### config.mk
export PLATFORM = sky130hd
export DESIGN_NAME = pipeline_ctrl
export DESIGN_NICKNAME = d
export VERILOG_FILES = /design/src/rtl/pipeline_pkg.sv /design/src/rtl/hazard_detect.sv /design/src/rtl/pipeline_ctrl.sv
export SDC_FILE = /design/constraint.sdc
export NUM_CORES = 1
export LEC_CHECK = 0
export BUFFER_PORTS_ARGS = -buffer_cell sky130_fd_sc_hd__buf_2
export CORE_MARGIN = 10
export CORE_UTILIZATION = 50
export DETAILED_ROUTE_END_ITERATION = 10
export PLACE_DENSITY = 0.84
export SLEW_MARGIN = 5
export SYNTH_ARGS = -nofsm -noshare
export SYNTH_HDL_FRONTEND = slang
export SYNTH_SLANG_ARGS = --single-unit
export TNS_END_PERCENT = 100
### constraint.sdc
create_clock -name clk_i -period 2.66 [get_ports clk_i]
set_clock_uncertainty 0.2 [all_clocks]
set_input_delay 0.133 -clock clk_i [delete_from_list [all_inputs] [get_ports clk_i]]
set_output_delay 0.133 -clock clk_i [all_outputs]
set_load 0.02 [all_outputs]
### src/rtl/pipeline_pkg.sv
// Shared types and constants for the pipeline stall/flush controller.
package pipeline_pkg;

    typedef enum logic [1:0] {
        IDLE = 2'd0,
        REQ  = 2'd1,
        DONE = 2'd2
    } state_t;

    localparam logic [4:0] REG_ZERO      = 5'd0;
    localparam int         CNT_W_DEFAULT = 16;

endpackage

### src/rtl/hazard_detect.sv
// Combinational load-use hazard compare between ID/EX and IF/ID.
module hazard_detect
    import pipeline_pkg::*;
(
    input  logic       idex_mem_read_i,
    input  logic [4:0] idex_rd_addr_i,
    input  logic [4:0] ifid_rs1_addr_i,
    input  logic [4:0] ifid_rs2_addr_i,
    output logic       hazard_o
);

    logic rd_match;

    assign rd_match = (idex_rd_addr_i == ifid_rs1_addr_i) | (idex_rd_addr_i == ifid_rs2_addr_i);
    // x0 is never really written, so a load targeting it cannot create a dependency.
    assign hazard_o = idex_mem_read_i & (idex_rd_addr_i != REG_ZERO) & rd_match;

endmodule

### src/rtl/pipeline_ctrl.sv
// Pipeline stall/flush controller: data-memory handshake FSM, load-use bubble,
// branch flush and saturating stall counters.
module pipeline_ctrl
    import pipeline_pkg::*;
#(
    parameter int CNT_W = CNT_W_DEFAULT
) (
    input  logic             clk_i,
    input  logic             rst_i,
    input  logic             IDEX_MemRead_i,
    input  logic [4:0]       IDEX_RDaddr_i,
    input  logic [4:0]       IFID_RS1addr_i,
    input  logic [4:0]       IFID_RS2addr_i,
    input  logic             EXMEM_MemRead_i,
    input  logic             EXMEM_MemWrite_i,
    input  logic             mem_ack_i,
    input  logic             Branch_i,
    output logic             MemStall_o,
    output logic             mem_req_o,
    output logic             PCWrite_o,
    output logic             IFID_Write_o,
    output logic             NoOp_o,
    output logic             IFID_Flush_o,
    output logic [CNT_W-1:0] mem_stall_cnt_o,
    output logic [CNT_W-1:0] hazard_cnt_o
);

    state_t           state_q, state_d;
    logic [CNT_W-1:0] mem_stall_cnt_q, mem_stall_cnt_d;
    logic [CNT_W-1:0] hazard_cnt_q, hazard_cnt_d;
    logic             memop;
    logic             hazard;
    logic             stall;
    logic             req;

    assign memop = EXMEM_MemRead_i | EXMEM_MemWrite_i;

    hazard_detect u_hazard_detect (
        .idex_mem_read_i (IDEX_MemRead_i),
        .idex_rd_addr_i  (IDEX_RDaddr_i),
        .ifid_rs1_addr_i (IFID_RS1addr_i),
        .ifid_rs2_addr_i (IFID_RS2addr_i),
        .hazard_o        (hazard)
    );

    always_comb begin
        state_d = state_q;
        stall   = 1'b0;
        req     = 1'b0;
        case (state_q)
            IDLE: begin
                if (memop) begin
                    stall   = 1'b1;
                    req     = 1'b1;
                    state_d = REQ;
                end
            end
            REQ: begin
                stall = 1'b1;
                req   = 1'b1;
                if (mem_ack_i) begin
                    state_d = DONE;
                end
            end
            DONE: begin
                state_d = IDLE;
            end
            default: begin
                state_d = IDLE;
            end
        endcase
    end

    // Reset must kill the request at once, even when IDLE sees a pending memop.
    assign MemStall_o   = stall & ~rst_i;
    assign mem_req_o    = req & ~rst_i;
    assign NoOp_o       = hazard & ~MemStall_o;
    assign PCWrite_o    = ~NoOp_o;
    assign IFID_Write_o = ~NoOp_o;
    assign IFID_Flush_o = Branch_i & ~MemStall_o;

    always_comb begin
        mem_stall_cnt_d = mem_stall_cnt_q;
        hazard_cnt_d    = hazard_cnt_q;
        if (MemStall_o && (mem_stall_cnt_q != {CNT_W{1'b1}})) begin
            mem_stall_cnt_d = mem_stall_cnt_q + CNT_W'(1);
        end
        if (NoOp_o && (hazard_cnt_q != {CNT_W{1'b1}})) begin
            hazard_cnt_d = hazard_cnt_q + CNT_W'(1);
        end
    end

    always_ff @(posedge clk_i or posedge rst_i) begin
        if (rst_i) begin
            state_q         <= IDLE;
            mem_stall_cnt_q <= '0;
            hazard_cnt_q    <= '0;
        end else begin
            state_q         <= state_d;
            mem_stall_cnt_q <= mem_stall_cnt_d;
            hazard_cnt_q    <= hazard_cnt_d;
        end
    end

    assign mem_stall_cnt_o = mem_stall_cnt_q;
    assign hazard_cnt_o    = hazard_cnt_q;

endmodule

==> flow_metrics.tcl, run 1 <==
set metrics [dict create \
    status "finished, final reports clean" \
    r2r_cells 5 \
    grt_pass1_wl_um 7176 \
    globalRoute.totalOverflow 0 \
    hold_depth 4 \
    ioPinCount 60 \
    slew_viol_final 0 \
    ys_async_sr_fraction_pct 100.0 \
    finalNetCount 266 \
    setup_viol 0 \
    synth_edf_count 0 \
    hold_start "EXMEM_MemWrite_i" \
    utilization_pct 65.05 \
    vias 1554 \
    wirelength_um 4352 \
    antenna_found_initial 0 \
    power_density_mw_per_mm2 712.2 \
    cts_tree "built" \
    core_area_mm2 0.003633 \
    wire_per_inst_um 14.96 \
    ys_types 39 \
    stdcell_count 291 \
    ff_latch_area_um2 850.8 \
    synth_area_mm2 0.001873 \
    worst_slew_pin_slew_ns 0.7495 \
    min_period_ns 2.437 \
    placed_area_mm2 0.002201 \
    endpoint_kind "primary output" \
    multi_input_area_um2 960.9 \
    max_slew_margin_pct 49.98 \
    peakVddDrop_uv 619.0 \
    synthCells 178 \
    area_growth_pct 26.19 \
    die_x_um 81.21 \
    cp_max_fo 9 \
    start_util_pct 51.55 \
    synth_nets 202 \
    rsz0062_at_grt "no" \
    firstDrtPassIters 4 \
    required_ns 2.33 \
    gr-usage-all-layers_pct 13.91 \
    arrival_ns 2.10 \
    final_cell_area_mm2 0.002364 \
    placed_cells 281 \
    fin_setup_tns_ns 0 \
    grt_start_max_net_pins 21 \
    ys_warn_count 0 \
    grt_pass1_vias 1548 \
    avgSynthCellArea_um2 10.52 \
    p_leak_nw 1.165 \
    gp_congestion 0.8123 \
    worst_slack_ns 0.2233 \
    hold_path.class "input port to flop" \
    synth_seq_cells 34 \
    drc 0 \
    cts_buffer_depth 2 \
    cts_num_sinks 34 \
    layout_common_cells "59 x buf_2, 34 x dfrtp_1, 27 x xnor2_1" \
    timing.rr.start "state_q[0]" \
    fill_cells 302 \
    rows 22 \
    hold_end "state_q[0]" \
    post-place-ws_ns 0.4222 \
    cts_resized 0 \
    die_h_um 81.21 \
    n_antenna_cell 0 \
    port_buffers 59 \
    clock-root-buffer "clkbuf_8" \
    die-area_mm2 0.006594 \
    yosysSeqAreaShare_pct 45.42 \
    mostFrequentLayoutCell "buf_2" \
    first_iter_violations 77 \
    fin_crit_sh_pct 91.61 \
    htree_levels 2 \
    dp_hpwl_um 3337 \
    ys.flop_type "dfrtp_1" \
    layout-drive-gt1-share_pct 33.74 \
    r2r-end "hazard_cnt_o[14]" \
    hold_viol 0 \
    antenna_left 0 \
    crit_type "flop to primary output" \
    rrSetupSlack_ns 0.42 \
    start_kind "flop" \
    cap_violations 0 \
    clk_pin_slew_ns 0.07 \
    fmax_mhz 410.4 \
    clkLatencyLatePin_ns 0.29 \
    viasPerCell 5.340 \
    cts-buffers-inserted 5 \
]
layer usage:
| layer | vias to the layer above | global-route usage (%) | share of wire, % |
|---|---|---|---|
| met1 | 757 | 14.98 | 41 |
| met4 | 0 | 5.190 | 1.4 |
| met2 | 44 | 24.12 | 50 |
| met3 | 6 | 5.519 | 7.6 |
| met5 | - | 0 | 0 |
| li1 | 747 | - | - |
kinds of logic (layout without fill, tap and decap cells):
logic type,count (synthesis),after routing,synth area share [%]
xor+xnor,37,37,17.30
mux,5,5,3.206
compound gates,7,7,3.207
buf+inv,12,77,3.273
simple gates,81,81,26.25
fa+ha+maj,2,2,1.336
flops,34,34,45.42
cell type report:
class	count	area share [%]
Multi-Input combinational cell	132	40.66
Timing Repair Buffer	62	13.66
Tap cell	48	2.541
Clock inverter	2	2.541
Clock buffer	6	3.494
Inverter	7	1.112
Sequential cell	34	36.00
sequential cells by signal (all words and copies together) (netlist names):
name	flops
mem_stall_cnt_o	16
state_q	2
hazard_cnt_o	16
per-stage QoR:
stage / power, W / hold WS [ns]
2_1_floorplan: 0.0009507 / 0.07062
3_3_place_gp: 0.001083 / 0.1126
3_5_place_dp: 0.001095 / 0.1132
4_1_cts: 0.001700 / 0.03439
5_1_grt: 0.001762 / 0.06257
6_report: 0.001683 / 0.03372
what timing repair did:
item | in CTS | in global routing
buffers inserted | 0 | 0
endpoints found under the hold margin | 21 | 0
setup endpoints to repair | 0 | 0
hold buffers | 2 | 0
worst max-delay path, cell delays in order (launching register included):
cell	delay [ns]
dfrtp_1	0.38
or3_4	0.42
o2bb2ai_2	0.15
or2_1	0.38
nand2b_1	0.25
inv_1	0.08
buf_2	0.16
worst max-delay path by stage:
stage                     from          endpoint  slack, ns  depth (start not counted)
floorplan           state_q[0]  hazard_cnt_o[12]       0.56                          6
global placement    state_q[0]  hazard_cnt_o[12]       0.46                          5
detailed placement  state_q[0]  hazard_cnt_o[12]       0.42                          5
CTS                 state_q[0]            NoOp_o       0.21                          6
global route        state_q[0]            NoOp_o       0.11                          6
finish              state_q[0]            NoOp_o       0.22                          6
power breakdown:
part	leakage (nW)	switching, W	total (W)	internal [W]
combinational	0.641	0.000241	0.000404	0.000163
sequential	0.453	0.0000916	0.000682	0.000591
clock	0.0714	0.000197	0.000597	0.000400
total	1.16	0.000530	0.00168	0.00115
synth_stat cells (3+ instances only):
cell,number,area (um^2)
dfrtp_1,34,850.8
xnor2_1,27,236.5
nand2_1,20,75.07
nand3_1,14,70.07
nand4_1,10,62.56
xor2_1,10,87.58
nor2_1,8,30.03
inv_1,7,26.28
nor4_1,5,31.28
and3_1,3,18.77
mux2_2,3,33.78
nor3_1,3,15.01
nor4_4,3,63.81
Power figures use the tool's default switching activity.
==> run 2, diff against run 1 <==
--- a/config.mk
+++ b/config.mk
@@ -5,12 +5,14 @@
 export SDC_FILE = /design/constraint.sdc
 export NUM_CORES = 1
 export LEC_CHECK = 0
+export ABC_AREA = 1
 export BUFFER_PORTS_ARGS = -buffer_cell sky130_fd_sc_hd__buf_2
 export CORE_MARGIN = 10
-export CORE_UTILIZATION = 50
+export CORE_UTILIZATION = 55
+export CTS_BUF_LIST = sky130_fd_sc_hd__clkbuf_2 sky130_fd_sc_hd__clkbuf_4 sky130_fd_sc_hd__clkbuf_8
 export DETAILED_ROUTE_END_ITERATION = 10
-export PLACE_DENSITY = 0.84
-export SLEW_MARGIN = 5
+export PLACE_DENSITY = 0.88
+export SLEW_MARGIN = 40
 export SYNTH_ARGS = -nofsm -noshare
 export SYNTH_HDL_FRONTEND = slang
 export SYNTH_SLANG_ARGS = --single-unit
==> flow_metrics.tcl, run 2 <==
set metrics [dict create \
    power_density_mw_per_mm2 613.8 \
    start_kind "flop" \
    synth_nets 359 \
    required_ns 2.33 \
    rrSetupSlack_ns 0.53 \
    fin_crit_sh_pct 80.22 \
    antenna_left 0 \
    arrival_ns 1.80 \
    timing.rr.start "mem_stall_cnt_o[0]" \
    cts-buffers-inserted 5 \
    cts_buffer_depth 2 \
    hold_viol 0 \
    clock-root-buffer "clkbuf_8" \
    max_slew_margin_pct 68.42 \
    die-area_mm2 0.007189 \
    die_x_um 84.79 \
    synth_common_cells "130 x nand2_1, 38 x inv_1, 34 x dfrtp_1" \
    worst_slack_ns 0.5262 \
    p_leak_nw 1.466 \
    mostFrequentLayoutCell "nand2_1" \
    layout_common_cells "130 x nand2_1, 59 x buf_2, 38 x inv_1" \
    peakVddDrop_uv 656.3 \
    cp_max_fo 18 \
    port_buffers 59 \
    setup_viol 0 \
    multi_input_area_mm2 0.001249 \
    post-place-ws_ns 0.5756 \
    wire_per_inst_um 13.42 \
    fin_setup_tns_ns 0 \
    synth_top_area_share_pct 36.86 \
    firstDrtPassIters 4 \
    start_util_pct 57.30 \
    ys_warn_count 0 \
    utilization_pct 67.36 \
    endpoint_kind "primary output" \
    yosysSeqAreaShare_pct 36.86 \
    hold_end "state_q[0]" \
    cts_tree "built" \
    synth_seq_cells 34 \
    globalRoute.totalOverflow 0 \
    gp_congestion 0.9477 \
    slew_viol_final 0 \
    ff_latch_area_um2 850.8 \
    ioPinCount 60 \
    r2r_cells 8 \
    hold_depth 5 \
    p_total_w 0.001666 \
    hold_start "EXMEM_MemRead_i" \
    first_iter_violations 155 \
    grt_pass1_wl_um 10400 \
    cap_violations 0 \
    grt_pass1_vias 2420 \
    yosys.area.top_type "dfrtp_1" \
    r2r-end "mem_stall_cnt_o[8]" \
    clkLatencyLatePin_ns 0.29 \
    synth_area_mm2 0.002308 \
    layout-drive-gt1-share_pct 19.75 \
    antenna_found_initial 0 \
    cts_num_sinks 34 \
    vias 2358 \
    synth_most_common_cell "nand2_1" \
    yosys-top-cells-area "dfrtp_1 37%, nand2_1 21%, inv_1 6.2%" \
    core_area_mm2 0.004029 \
    grt_start_max_net_pins 35 \
    finalNetCount 420 \
    crit_type "flop to primary output" \
    synth_edf_count 0 \
    viasPerCell 5.299 \
    wirelength_um 5970 \
    drc 0 \
    status "finished, final reports clean" \
    fill_cells 367 \
    n_antenna_cell 0 \
    fmax_mhz 468.6 \
    clk_pin_slew_ns 0.06 \
    avgSynthCellArea_um2 6.891 \
    ys.flop_type "dfrtp_1" \
    synthCells 335 \
    dp_hpwl_um 4402 \
    rows 23 \
    htree_levels 2 \
    ys_async_sr_fraction_pct 100.0 \
    ys_types 24 \
    rsz0062_at_grt "no" \
    area_growth_pct 17.56 \
    die_h_um 84.79 \
    min_period_ns 2.134 \
    hold_path.class "input port to flop" \
    gr-usage-all-layers_pct 16.79 \
    worst_slew_pin_slew_ns 0.4726 \
]
[run 2: cell types whose count changed in the layout (fill, tap and decap cells not counted), moves of 4 or more]
cell	delta
nor4_1	-5
nor2_1	+22
nand2_1	+110
o21ai_0	+11
nand4_1	+12
nor3_1	+4
xnor2_1	-16
inv_1	+31
[run 2: worst max-delay path by stage]
stage,cells after the start,endpoint,startpoint
detailed placement,7,mem_stall_cnt_o[8],mem_stall_cnt_o[0]
CTS,8,NoOp_o,state_q[0]
global route,7,mem_stall_cnt_o[8],mem_stall_cnt_o[0]
finish,8,NoOp_o,state_q[0]
global placement,8,mem_stall_cnt_o[12],mem_stall_cnt_o[0]
floorplan,8,PCWrite_o,state_q[0]
[run 2: cell type report]
type | instances | area share, %
Multi-Input combinational cell | 254 | 46.01
Sequential cell | 34 | 31.35
Timing Repair Buffer | 62 | 11.89
Inverter | 39 | 5.394
Clock buffer | 6 | 3.043
Tap cell | 50 | 2.305
[run 2: through the flow]
stage                     cells  instance area (um^2)  hold slack [ns]
after floorplan             335                  2308          0.02366
after global placement      437                  2611          0.07763
after detailed placement    437                  2611          0.08377
after CTS                   445                  2714          0.01609
after global routing        445                  2714          0.05900
final                       445                  2714          0.01483
[run 2: logic make-up (layout without fill, tap and decap cells)]
logic type	Yosys count	in the layout	synth area share, %
flip-flops	34	34	36.86
AO/OA/AOI/OAI	14	14	3.035
buffers and inverters	47	107	9.051
AND/OR/NAND/NOR	219	219	42.76
XOR/XNOR	19	19	7.209
adder cells (fa/ha/maj)	2	2	1.084
[run 2: repair_timing]
action / in CTS / in global routing
gates resized for setup: 0 / 0
hold buffers: 2 / 0
setup buffers: 0 / 0
hold endpoints to repair: 36 / 0
[run 2: report_power, final]
group | switching, W | internal, W | total [W]
combinational | 0.000375 | 0.000184 | 0.000559
clock | 0.000182 | 0.000200 | 0.000381
sequential | 0.000112 | 0.000614 | 0.000726
total | 0.000668 | 0.000998 | 0.00167
[run 2: worst max-delay path, cell delays in order (launching register included)]
cell	delay, ns
dfrtp_1	0.40
nor2_1	0.11
nand2_1	0.05
nand2_1	0.09
nor2_2	0.09
nor2_4	0.41
nand2_1	0.15
inv_1	0.07
buf_2	0.15
[run 2: metal layers]
layer	part of all wire [%]	GRT usage, %
met3	7.1	5.217
met5	0	0
met1	40	18.74
met4	2.0	7.335
met2	51	28.62
==> run 3, diff against run 2 <==
--- a/config.mk
+++ b/config.mk
@@ -5,13 +5,13 @@
 export SDC_FILE = /design/constraint.sdc
 export NUM_CORES = 1
 export LEC_CHECK = 0
-export ABC_AREA = 1
+export ABC_AREA = 0
 export BUFFER_PORTS_ARGS = -buffer_cell sky130_fd_sc_hd__buf_2
 export CORE_MARGIN = 10
-export CORE_UTILIZATION = 55
+export CORE_UTILIZATION = 52
 export CTS_BUF_LIST = sky130_fd_sc_hd__clkbuf_2 sky130_fd_sc_hd__clkbuf_4 sky130_fd_sc_hd__clkbuf_8
 export DETAILED_ROUTE_END_ITERATION = 10
-export PLACE_DENSITY = 0.88
+export PLACE_DENSITY = 0.86
 export SLEW_MARGIN = 40
 export SYNTH_ARGS = -nofsm -noshare
 export SYNTH_HDL_FRONTEND = slang
==> constraint.sdc (replaced) <==
create_clock -name clk_i -period 2 [get_ports clk_i]
set_clock_uncertainty 0.2 [all_clocks]
set_input_delay 0.1 -clock clk_i [delete_from_list [all_inputs] [get_ports clk_i]]
set_output_delay 0.1 -clock clk_i [all_outputs]
set_load 0.02 [all_outputs]
==> flow_metrics.tcl, run 3 (synthesized netlist as in run 1, its figures left out) <==
set metrics [dict create \
    p_int_w 0.001560 \
    rows 21 \
    die_h_um 80.02 \
    fin_crit_sh_pct 105.6 \
    utilization_pct 81.39 \
    arrival_ns 1.81 \
    endpoint_kind "primary output" \
    antenna_left 0 \
    required_ns 1.70 \
    htree_levels 2 \
    die_x_um 80.02 \
    viasPerCell 5.420 \
    worst_slack_ns -0.1122 \
    layout_common_cells "53 x buf_2, 31 x dfrtp_1, 31 x buf_4" \
    hold_viol 0 \
    cp_slowest_cell "dfrtp_1" \
    slew_viol_final 0 \
    grt_pass1_wl_um 8459 \
    cts_tree "built" \
    worst_slew_pin_slew_ns 0.4867 \
    cap_violations 0 \
    cp_max_fo 4 \
    fmax_mhz 473.4 \
    fill_cells 195 \
    cts-buffers-inserted 5 \
    crit_buf_inv 1 \
    wire_per_inst_um 16.95 \
    start_kind "flop" \
    mostFrequentLayoutCell "buf_2" \
    seqPwrFrac_pct 38.3 \
    crit_path_cell_trace "or3_4 > o2bb2ai_4 > or2_4 > nand2b_4 > buf_4" \
    start_util_pct 54.84 \
    ioPinCount 60 \
    crit_type "flop to primary output" \
    dp_hpwl_um 3771 \
    switching_power_w 0.0007662 \
    status "finished with violations" \
    peakVddDrop_uv 843.2 \
    gp_congestion 0.8525 \
    p_comb_share_pct 32.8 \
    hold_path.class "input port to flop" \
    max_slew_margin_pct 67.56 \
    setup_viol 17 \
    max_stage_delay_ns 0.39 \
    cpLargestDelayFamily "simple AND/OR/NAND/NOR gates" \
    grt_pass1_vias 1785 \
    cts_buffer_depth 2 \
    rsz0062_at_grt "yes" \
    clock-root-buffer "clkbuf_4" \
    grt_start_max_net_pins 25 \
    finalNetCount 296 \
    p_leak_nw 1.416 \
    area_growth_pct 48.43 \
    wirelength_um 5406 \
    layout-drive-gt1-share_pct 49.08 \
    globalRoute.totalOverflow 0 \
    gr-usage-all-layers_pct 16.54 \
    p_clk_share_pct 28.9 \
    hold-worst-slack_ns 0.01152 \
    firstDrtPassIters 4 \
    drc 0 \
    die-area_mm2 0.006402 \
    port_buffers 59 \
    clkLatencyLatePin_ns 0.36 \
    min_period_ns 2.112 \
    n_antenna_cell 0 \
    power_density_mw_per_mm2 836.8 \
    violations "setup timing" \
    cts_num_sinks 34 \
    switching_share_pct 32.93 \
    core_area_mm2 0.003416 \
    first_iter_violations 157 \
    clk_pin_slew_ns 0.11 \
    antenna_found_initial 0 \
    vias 1729 \
]
run 3: cell types whose count changed in the layout (fill, tap and decap cells not counted), sizes merged, moves of 5 or more:
cell and delta:
nand4 -13, xnor2 +16, buf +30, inv -32
mux2 +5, nor2 -28, nand2 -112, nor4 +9
o21ai -13
run 3: worst register-to-register path: stages, from the launching register on:
cell and delay, ns:
dfrtp_2 0.41, ha_4 0.14, nand4_1 0.22, buf_4 0.25, nor4_4 0.19, nor3_2 0.11
nand2_1 0.10, mux2_2 0.33
run 3: path summary, 6_finish.rpt:
kind | from | end | slack (ns) | cells past startpoint
setup / recovery | state_q[0] | PCWrite_o | -0.11 | 5
hold / removal | rst_i | mem_stall_cnt_o[2] | 0.01 | 6
setup reg to reg | hazard_cnt_o[0] | hazard_cnt_o[1] | -0.07 | 7
hold reg to reg | state_q[1] | state_q[0] | 0.28 | 1
max in group asynchronous | rst_i | mem_stall_cnt_o[4] | 0.82 | 4
min in group asynchronous | rst_i | hazard_cnt_o[7] | 0.09 | 3
run 3: layout make-up:
type	count	area (um^2)	share of cell area, %
sequential	34	854.6	30.74
tap	46	57.56	2.070
inverter	7	26.28	0.9451
clock inverter	2	60.06	2.160
clock buffer	6	51.30	1.845
timing repair buffer	92	594.3	21.38
multi-input combinational	132	1136	40.86
run 3: stage by stage:
step | std cells | setup TNS, ns | power, W | instance area [um^2] | setup slack [ns]
5_1_grt | 319 | -2.065 | 0.002436 | 2780 | -0.1622
6_report | 319 | -0.9187 | 0.002326 | 2780 | -0.1122
2_1_floorplan | 178 | -0.1378 | 0.001269 | 1882 | -0.04173
3_5_place_dp | 303 | -0.4705 | 0.001565 | 2387 | -0.09445
4_1_cts | 316 | -0.4877 | 0.002294 | 2669 | -0.1119
3_3_place_gp | 303 | -0.02215 | 0.001540 | 2387 | -0.01228
run 3: layer usage:
| metal | GRT usage, % | part of all wire [%] |
|---|---|---|
| met5 | 0 | 0 |
| met1 | 17.91 | 39 |
| met3 | 4.955 | 6.3 |
| met2 | 29.29 | 52 |
| met4 | 6.514 | 2.4 |
run 3: what timing repair did:
item | in CTS | in global routing
hold buffers | 2 | 0
setup endpoints to repair | 12 | 29
pin swaps | 9 | 6
gates resized for setup | 23 | 19
setup buffers | 3 | 3
hold endpoints to repair | 23 | 0
run 3: power groups by stage:
| stage | clock, W | sequential [W] | combinational [W] |
|---|---|---|---|
| finish | 0.000674 | 0.000890 | 0.000763 |
| global route | 0.000707 | 0.000906 | 0.000823 |
| CTS | 0.000675 | 0.000885 | 0.000734 |
| detailed placement | 0 | 0.000888 | 0.000677 |
| global placement | 0 | 0.000887 | 0.000653 |
| floorplan | 0 | 0.00101 | 0.000256 |
